--- src/rtl/counter_dump_pkg.sv ---
// Shared types and constants for the counter dump transmitter.
package counter_dump_pkg;

   // Frame sequencer states; each non-idle state presents one kind of byte.
   typedef enum logic [2:0] {
      S_IDLE,
      S_HDR,
      S_ID,
      S_DATA,
      S_CSUM
   } state_t;

   // Default frame constants.
   localparam logic [7:0] HDR_DEF = 8'hA5;
   localparam logic [7:0] ID0_DEF = 8'h00;
   localparam logic [7:0] ID1_DEF = 8'h01;

   // Sel encodings (any value with bit 1 set means "both counters").
   localparam logic [1:0] SEL_C0   = 2'b00;
   localparam logic [1:0] SEL_C1   = 2'b01;
   localparam logic [1:0] SEL_BOTH = 2'b10;

   localparam int CNT_W_DEF = 64;

   // Bytes per frame: header, id, payload, checksum.
   function automatic int frame_len(input int cnt_w);
      return cnt_w / 8 + 3;
   endfunction

   localparam int FRAME_LEN = frame_len(CNT_W_DEF);

endpackage

--- src/rtl/counter_dump_tx_if.sv ---
// 8-bit valid/ready byte stream between the dump transmitter and its sink.
interface counter_dump_tx_if;
   logic [7:0] Dout;
   logic       Dvalid;
   logic       Dready;

   modport master (output Dout, output Dvalid, input Dready);
   modport slave  (input Dout, input Dvalid, output Dready);
endinterface

--- src/rtl/counter_dump_tx_byte_sel.sv ---
// Chooses the byte to present for a given frame position.
module dump_byte_sel
   import counter_dump_pkg::*;
#(
   parameter int         CNT_W = CNT_W_DEF,
   parameter logic [7:0] HDR   = HDR_DEF,
   parameter int         IW    = 3
) (
   input  state_t           state,
   input  logic [IW-1:0]    idx,
   input  logic [CNT_W-1:0] snap,
   input  logic [7:0]       id,
   input  logic [7:0]       csum,
   output logic [7:0]       nxt_byte
);

   localparam int NB = CNT_W / 8;

   // Byte view of the snapshot; index 0 is least significant.
   logic [NB-1:0][7:0] snap_b;
   logic [IW-1:0]      ridx;

   assign snap_b = snap;
   // Payload goes out MSB first, so byte index 0 maps to the top byte.
   assign ridx   = IW'(NB - 1) - idx;

   // Byte mux by frame position.
   always_comb begin
      nxt_byte = '0;
      case (state)
         S_HDR:   nxt_byte = HDR;
         S_ID:    nxt_byte = id;
         S_DATA:  nxt_byte = snap_b[ridx];
         S_CSUM:  nxt_byte = csum;
         default: nxt_byte = '0;
      endcase
   end

endmodule

--- src/rtl/counter_dump_tx.sv ---
// Snapshots the dual event counter on request and streams each value as a
// framed packet: HDR, ID, payload (MSB first), XOR checksum.
module counter_dump_tx
   import counter_dump_pkg::*;
#(
   parameter int         CNT_W = CNT_W_DEF,
   parameter logic [7:0] HDR   = HDR_DEF,
   parameter logic [7:0] ID0   = ID0_DEF,
   parameter logic [7:0] ID1   = ID1_DEF
) (
   input  logic             Clk,
   input  logic             Reset,
   input  logic [CNT_W-1:0] Cnt0,
   input  logic [CNT_W-1:0] Cnt1,
   input  logic             Req,
   input  logic [1:0]       Sel,
   counter_dump_tx_if.master strm,
   output logic             Busy,
   output logic             Done
);

   localparam int            NB   = CNT_W / 8;
   localparam int            IW   = (NB > 1) ? $clog2(NB) : 1;
   localparam logic [IW-1:0] LAST = IW'(NB - 1);

   state_t           state_q, state_n;
   logic [IW-1:0]    idx_q, idx_n;
   logic [7:0]       csum_q, csum_n;
   logic             frm_q, frm_n;   // 0: counter-0 frame, 1: counter-1 frame
   logic             both_q;         // second frame pending after counter 0
   logic [CNT_W-1:0] snap0_q, snap1_q;
   logic             done_n;
   logic             hs;
   logic [CNT_W-1:0] snap_nxt;
   logic [7:0]       id_nxt;
   logic [7:0]       nxt_byte;

   assign hs = strm.Dvalid && strm.Dready;

   // Next-state, byte index and running checksum; everything holds without a handshake.
   always_comb begin
      state_n = state_q;
      idx_n   = idx_q;
      csum_n  = csum_q;
      frm_n   = frm_q;
      done_n  = 1'b0;
      case (state_q)
         S_IDLE: begin
            if (Req) begin
               state_n = S_HDR;
               frm_n   = (Sel == SEL_C1);
               idx_n   = '0;
               csum_n  = '0;
            end
         end
         S_HDR: begin
            if (hs) begin
               csum_n  = csum_q ^ strm.Dout;
               state_n = S_ID;
            end
         end
         S_ID: begin
            if (hs) begin
               csum_n  = csum_q ^ strm.Dout;
               idx_n   = '0;
               state_n = S_DATA;
            end
         end
         S_DATA: begin
            if (hs) begin
               csum_n = csum_q ^ strm.Dout;
               if (idx_q == LAST) state_n = S_CSUM;
               else               idx_n   = idx_q + 1'b1;
            end
         end
         S_CSUM: begin
            if (hs) begin
               if (!frm_q && both_q) begin
                  // Chain straight into the counter-1 frame, no idle gap.
                  state_n = S_HDR;
                  frm_n   = 1'b1;
                  idx_n   = '0;
                  csum_n  = '0;
               end else begin
                  state_n = S_IDLE;
                  done_n  = 1'b1;
               end
            end
         end
         default: state_n = S_IDLE;
      endcase
   end

   // The byte for the next cycle is built from next-state values so Dout is a register.
   assign snap_nxt = frm_n ? snap1_q : snap0_q;
   assign id_nxt   = frm_n ? ID1 : ID0;

   dump_byte_sel #(.CNT_W(CNT_W), .HDR(HDR), .IW(IW)) u_sel (
      .state    (state_n),
      .idx      (idx_n),
      .snap     (snap_nxt),
      .id       (id_nxt),
      .csum     (csum_n),
      .nxt_byte (nxt_byte)
   );

   // State, snapshot and registered output updates.
   always_ff @(posedge Clk or negedge Reset) begin
      if (!Reset) begin
         state_q     <= S_IDLE;
         idx_q       <= '0;
         csum_q      <= '0;
         frm_q       <= 1'b0;
         both_q      <= 1'b0;
         snap0_q     <= '0;
         snap1_q     <= '0;
         strm.Dout   <= '0;
         strm.Dvalid <= 1'b0;
         Busy        <= 1'b0;
         Done        <= 1'b0;
      end else begin
         state_q <= state_n;
         idx_q   <= idx_n;
         csum_q  <= csum_n;
         frm_q   <= frm_n;
         // Both counters captured on the same edge so the pair is coherent.
         if (state_q == S_IDLE && Req) begin
            snap0_q <= Cnt0;
            snap1_q <= Cnt1;
            both_q  <= Sel[1];
         end
         strm.Dout   <= (state_n == S_IDLE) ? 8'h00 : nxt_byte;
         strm.Dvalid <= (state_n != S_IDLE);
         Busy        <= (state_n != S_IDLE);
         Done        <= done_n;
      end
   end

endmodule

--- src/flat_wrapper.sv ---
// flat-port wrapper written by rule: the top's interface ports become plain ports
module counter_dump_tx_flat import counter_dump_pkg::*;
#(
   parameter int         CNT_W = CNT_W_DEF,
   parameter logic [7:0] HDR   = HDR_DEF,
   parameter logic [7:0] ID0   = ID0_DEF,
   parameter logic [7:0] ID1   = ID1_DEF
)
  (Clk, Reset, Cnt0, Cnt1, Req, Sel, Busy, Done, strm_Dout, strm_Dvalid, strm_Dready);
  counter_dump_tx_if strm_i ();
  input  logic Clk;
  input  logic Reset;
  input  logic [CNT_W-1:0] Cnt0;
  input  logic [CNT_W-1:0] Cnt1;
  input  logic Req;
  input  logic [1:0] Sel;
  output logic Busy;
  output logic Done;
  output wire logic [$bits(strm_i.Dout)-1:0] strm_Dout;
  output wire logic [$bits(strm_i.Dvalid)-1:0] strm_Dvalid;
  input wire logic [$bits(strm_i.Dready)-1:0] strm_Dready;
  assign strm_Dout = strm_i.Dout;
  assign strm_Dvalid = strm_i.Dvalid;
  assign strm_i.Dready = strm_Dready;
  counter_dump_tx #(.CNT_W(CNT_W), .HDR(HDR), .ID0(ID0), .ID1(ID1)) u_core (.Clk(Clk), .Reset(Reset), .Cnt0(Cnt0), .Cnt1(Cnt1), .Req(Req), .Sel(Sel), .strm(strm_i), .Busy(Busy), .Done(Done));
endmodule
--- config.mk ---
export PLATFORM = sky130hd
export DESIGN_NAME = counter_dump_tx_flat
export DESIGN_NICKNAME = d
export VERILOG_FILES = /design/src/rtl/counter_dump_pkg.sv /design/src/rtl/counter_dump_tx_if.sv /design/src/rtl/counter_dump_tx_byte_sel.sv /design/src/rtl/counter_dump_tx.sv /design/src/flat_wrapper.sv
export SDC_FILE = /design/constraint.sdc
export NUM_CORES = 1
export LEC_CHECK = 0
export BUFFER_PORTS_ARGS = -buffer_cell sky130_fd_sc_hd__clkbuf_2
export CAP_MARGIN = 40
export CORE_MARGIN = 2
export CORE_UTILIZATION = 35
export CTS_CLUSTER_DIAMETER = 30
export DETAILED_ROUTE_END_ITERATION = 8
export PLACE_DENSITY_LB_ADDON = 0.3
export SYNTH_ARGS = -nofsm -noshare
export SYNTH_HDL_FRONTEND = slang
export SYNTH_HIERARCHICAL = 1
export SYNTH_SLANG_ARGS = --single-unit
export TNS_END_PERCENT = 10
--- constraint.sdc ---
create_clock -name Clk -period 3.1 [get_ports Clk]
set_input_delay 0.155 -clock Clk [delete_from_list [all_inputs] [get_ports Clk]]
set_output_delay 0.155 -clock Clk [all_outputs]
set_load 0.005 [all_outputs]
After elaboration in Yosys (flattened, before gate mapping)
Cells that the tools add are included.
- flip-flop bits (word level): 154
- output and inout bits: 11
- logic and storage cells: 65
- input port bits: 134
- bitwise operators: 1
- mux-type cells: 33
- equality and inequality tests: 10
- order comparisons: 1
- reductions and logical operators: 8
- add/subtract/negate cells: 2
- operators with widths (kind ; count):
    64-bit 2-to-1 mux ; 1
    8-bit 2-to-1 mux ; 6
    3-bit 2-to-1 mux ; 12
    8-bit one-hot mux with 4 select lines ; 1
    8-bit binary-select mux with 3-bit select ; 1
    8-bit one-hot mux with 3 select lines ; 1
    3-bit one-hot mux with 5 select lines ; 1
    3-bit by 2-bit == test with 1-bit output (second input constant) ; 4
    3-bit one-hot mux with 4 select lines ; 1
    3-bit == test (second input constant) ; 3
    1-bit 2-to-1 mux ; 8
    8-bit bitwise XOR ; 1
    3-bit by 1-bit == test with 1-bit output (second input constant) ; 2
    3-bit logical NOT ; 2
    3-bit by 4-bit < comparator with 1-bit output (second input constant) ; 1
    3-bit by 1-bit adder with 3-bit output (second input constant) ; 1
    1-bit logical AND ; 3
    3-bit nonzero test ; 1
    3-bit OR reduction ; 1
    3-bit subtractor (first input constant) ; 1
    2-bit by 1-bit == test with 1-bit output (second input constant) ; 1
    1-bit one-hot mux with 2 select lines ; 1
    1-bit logical NOT ; 1

Logic depth before layout (Yosys ltp)
- depth after elaboration: 10
- gate-level depth with buffers: 12
- mapped depth without buffers: 9

Modules after synthesis
The synthesis kept the hierarchy.
- by module, submodules not included (module ; cells each ; instances ; area an instance (um^2) ; seq. area each (um^2)):
    counter_dump_tx ; 459 ; 1 ; 6666.4 ; 3853.7
    dump_byte_sel ; 82 ; 1 ; 777.0 ; 0.0

Least setup slack after synthesis
Ideal clock, no wire load.
- kind: reg-to-reg
- from: register u_core.state_q[1]
- to: register u_core.strm.Dout[5]
- setup time: 0.119 ns
- slack: 0.186 ns
- stages on the path, launching flop included: 12
- path buffers: 3
- arrival: 2.795 ns
- data required time: 2.981 ns
- path through: dfrtp_1 clkbuf_1 nor4b_4 nor2_1 a22oi_1 buf_4 buf_6 mux2_1 mux4_2 nand2b_1 a311o_1 and2_1
- word-level cells in the longest chain between the ends: 7
- elaborated cells between the ends (all ways): 27
- ends and longest elaborated chain (what ; RTL line ; text):
    from (decl) ; counter_dump_tx.sv:26 ; state_t state_q, state_n;
    from (signal assigned) ; counter_dump_tx.sv:122 ; state_q <= state_n;
    3-bit == test / 3-bit logical NOT (equally long branches) ; counter_dump_tx.sv:47 ; case (state_q)
    1-bit one-hot mux with 2 select lines * ; counter_dump_tx.sv:47 ;
    64-bit 2-to-1 mux * ; counter_dump_tx.sv:95 ; assign snap_nxt = frm_n ? snap1_q : snap0_q;
    net u_core.snap_nxt[29] ; counter_dump_tx.sv:34 ; logic [CNT_W-1:0] snap_nxt;
    8-bit binary-select mux with 3-bit select * ; counter_dump_tx_byte_sel.sv:33 ; S_DATA: nxt_byte = snap_b[ridx];
    8-bit 2-to-1 mux (not written as such) * ; counter_dump_tx_byte_sel.sv:33 ;
    8-bit one-hot mux with 4 select lines * ; counter_dump_tx_byte_sel.sv:30 ; case (state)
    net u_core.nxt_byte[5] ; counter_dump_tx.sv:36 ; logic [7:0] nxt_byte;
    8-bit 2-to-1 mux * ; counter_dump_tx.sv:132 ; strm.Dout <= (state_n == S_IDLE) ? 8'h00 : nxt_byte;
    to (signal assigned) ; counter_dump_tx.sv:132 ;
    to (decl) ; counter_dump_tx_if.sv:7 ; modport master (output Dout, output Dvalid, input Dready);
Mark *: on every way through the listed nets, which the timed path passes. The rest lies on a longest branch. The select of a mux whose other input is x is not followed.
A chain may end at the register's enable or synchronous reset.

Worst setup path in the final report
- from: register u_core.state_q[1]
- to: register u_core.strm.Dout[2]
The elaborated chain is that of the path after synthesis.

==> results.ini <==
[power]
p_leak_nw=4.64
ir_drop_mv=0.387
p_per_area_nw_per_um2=976

[min_path]
hold_start=Cnt0[39]
hold_class=in2reg
whs_endpoint=u_core/snap0_q[39]$_DFFE_PN0P_
hold_depth=2

[finish]
fin_nets=960
diodes=0
nFillCells=1799
finalInstanceArea_um2=10500
layout_common_cells=dfrtp_1 (154), mux2_2 (152), clkbuf_2 (143)
area_growth_pct=41.1
layout-drive-gt1-share_pct=43.3
layout_commonest_cell=dfrtp_1

[route]
drc_errors=0
ant_nets=0
via_count=5381
drtPass1Iterations=4
drt_iter0_markers=273
wl_per_cell_um=17.5
via_per_inst=4.83
totalWireLength_um=19400

[timing]
drv_slew=0
fin_ws_ns=0.139
worst_slew_pin_slew_ns=0.852
setup_viol=0
clock_skew_ns=0.00989
finalCritPeriodShare_pct=95.5
whs_ns=0.00599
hold_viol_final=0
min_period_ns=2.96
max_freq_ghz=0.338
slew_headroom_pct=43.2

[setup_path]
worstPathArrival_ns=3.27
path_max_fanout=33
cp-end-kind=register
timing.rr.end=u_core/strm.Dout[2]$_DFF_PN0_
reg2reg_depth=10
cp_data_required_time_ns=3.41
critical_path_class=reg2reg
r2r-start=u_core/state_q[1]$_DFF_PN0_
reg2reg_slack_ns=0.14
startpoint_type=register

[logic_synthesis]
yosysSeqAreaShare_pct=51.8
synth.avg_cell_area_um2=13.8
syn_area_um2=7440
ys_ff_latch=154
yosys_warnings=6
synth_cell_type_count=40
netlist_instances=541

[place]
preCtsSetupSlack_ns=-0.0593
dpl_cell_area_um2=8500
hpwlAfterDp_um=13000
io_buffer_count=144
gp_congestion=0.803

[grt]
grt_max_degree=66
gr-usage-all-layers_pct=17.8
antenna_found_initial=0
grt_pass1_vias=5767
use_met1_pct=23.1
grt_use_met2_pct=30.4
globalRouteMet3Util_pct=3.32
busiest_layer=met2
overflow=0
grt_first_pass_wirelength_um=30700

[clocking]
cts.sinks=154
cts_tree=done
clockBufferDepth=2
clk_pin_slew_ns=0.06
cts.htree.levels=4
numCtsBuffers=17
clk_latency_ns=0.42
clockRootBuffer=clkbuf_16

[floorplanning]
die_w_um=150
num_rows=53
io_pins=145
core-area_um2=21000
start_util_pct=35.5
die_area_um2=22400
die_h_um=150

[outcome]
status=complete, no violations

[flow_run]
cap_violations=0

[synth_stat cells (all sizes together)]
cell	count	share of area (%)
nand4	3	0.25
buf	26	2.6
nor2b	6	0.50
nand3b	9	0.91
a21oi	7	0.47
nor3	2	0.13
mux2i	9	1.2
mux4	8	2.6
a311o	2	0.27
mux2	201	30
a21o	2	0.20
clkbuf	11	0.55
inv	4	0.20
nand2	22	1.1
o21ai	2	0.13
or3b	1	0.12
and2	9	0.76
dfrtp	154	52
a31oi	17	1.4
nand2b	4	0.34
nor2	10	0.50
o21ba	1	0.13
o22ai	5	0.42
nor3b	1	0.10
nor4b	1	0.32
a311oi	1	0.12
a22o	2	0.24
o311ai	2	0.24
ha	1	0.17
nand3	1	0.067
a22oi	9	0.91
conb	1	0.050
and3b	2	0.24
o32ai	5	0.59
[sequential cells by signal (all words and copies together), names as in the netlist]
name	count
u_core/strm.Dout	8
u_core/frm_q	1
u_core/Busy	1
u_core/state_q	3
u_core/snap0_q	64
u_core/both_q	1
u_core/Done	1
u_core/csum_q	8
u_core/idx_q	3
u_core/snap1_q	64
[how the worst max path moves through the flow]
| stage | start | end | slack [ns] | cells past startpoint |
|---|---|---|---|---|
| after global routing | u_core/state_q[1]$_DFF_PN0_ | u_core/strm.Dout[2]$_DFF_PN0_ | -0.001 | 10 |
| after floorplan | u_core/state_q[1]$_DFF_PN0_ | u_core/strm.Dout[5]$_DFF_PN0_ | 0.19 | 11 |
| final | u_core/state_q[1]$_DFF_PN0_ | u_core/strm.Dout[2]$_DFF_PN0_ | 0.14 | 10 |
| after global placement | u_core/state_q[1]$_DFF_PN0_ | u_core/strm.Dout[2]$_DFF_PN0_ | 0.01 | 10 |
| after detailed placement | u_core/state_q[1]$_DFF_PN0_ | u_core/strm.Dout[2]$_DFF_PN0_ | -0.06 | 10 |
| after CTS | u_core/state_q[1]$_DFF_PN0_ | u_core/strm.Dout[5]$_DFF_PN0_ | 0.01 | 10 |
[cell families after synthesis]
family	count (synthesis)	share of synthesized area (%)
multiplexers	218	34.2
flip-flops	154	51.8
AND/OR/NAND/NOR	71	5.35
AO/OA/AOI/OAI	55	5.14
buffers and inverters	41	3.33
adder cells (fa/ha/maj)	1	0.168
other	1	0.0504
[worst max-delay path: stages (launching register included)]
cell and delay, ns:
dfrtp_1 0.47, nor2_1 0.25, nand4_1 0.15, a22oi_2 0.28, buf_12 0.20, buf_16 0.21
mux2_1 0.37, mux2i_2 0.23, a22oi_1 0.15, a311o_1 0.37, and2_1 0.13
[stage by stage]
step                      power, W  std cells  setup TNS, ns  utilization, %
final                       0.0103       1113              0            50.1
after global routing        0.0109       1113       -0.00159            50.1
after CTS                   0.0101       1107              0            49.7
after detailed placement   0.00780        946        -0.0921            40.6
after global placement     0.00765        946              0            40.6
after floorplan            0.00655        547              0               -
[power by group]
group	switching, W	total [W]	internal, W
clock	0.000875	0.00218	0.00131
sequential	0.000578	0.00361	0.00303
combinational	0.00189	0.00446	0.00256
[final cells by class]
cell class	count	area (µm²)	share of cell area, %
multi-input cells	352	3390	32.3
repair buffers	296	2280	21.7
well taps	275	344	3.28
clock inverters	14	184	1.75
clock buffers	18	439	4.18
inverters	4	15.0	0.143
flip-flops and latches	154	3850	36.7
[routing by layer]
| metal | share of wire, % | routed length (µm) |
|---|---|---|
| met5 | 0 | 0 |
| met4 | 1.3 | 262 |
| met3 | 3.7 | 727 |
| met2 | 51 | 9870 |
| met1 | 44 | 8570 |
[timing repair]
item / CTS / global route
pin swaps: 1 / 1
cloned: 0 / 1
setup endpoints to repair: 3 / 7
hold buffers: 128 / 1
setup buffers: 1 / 4
resized for setup: 0 / 3
endpoints found under the hold margin: 183 / 1
No activity file was read; power rests on OpenSTA's default activity.
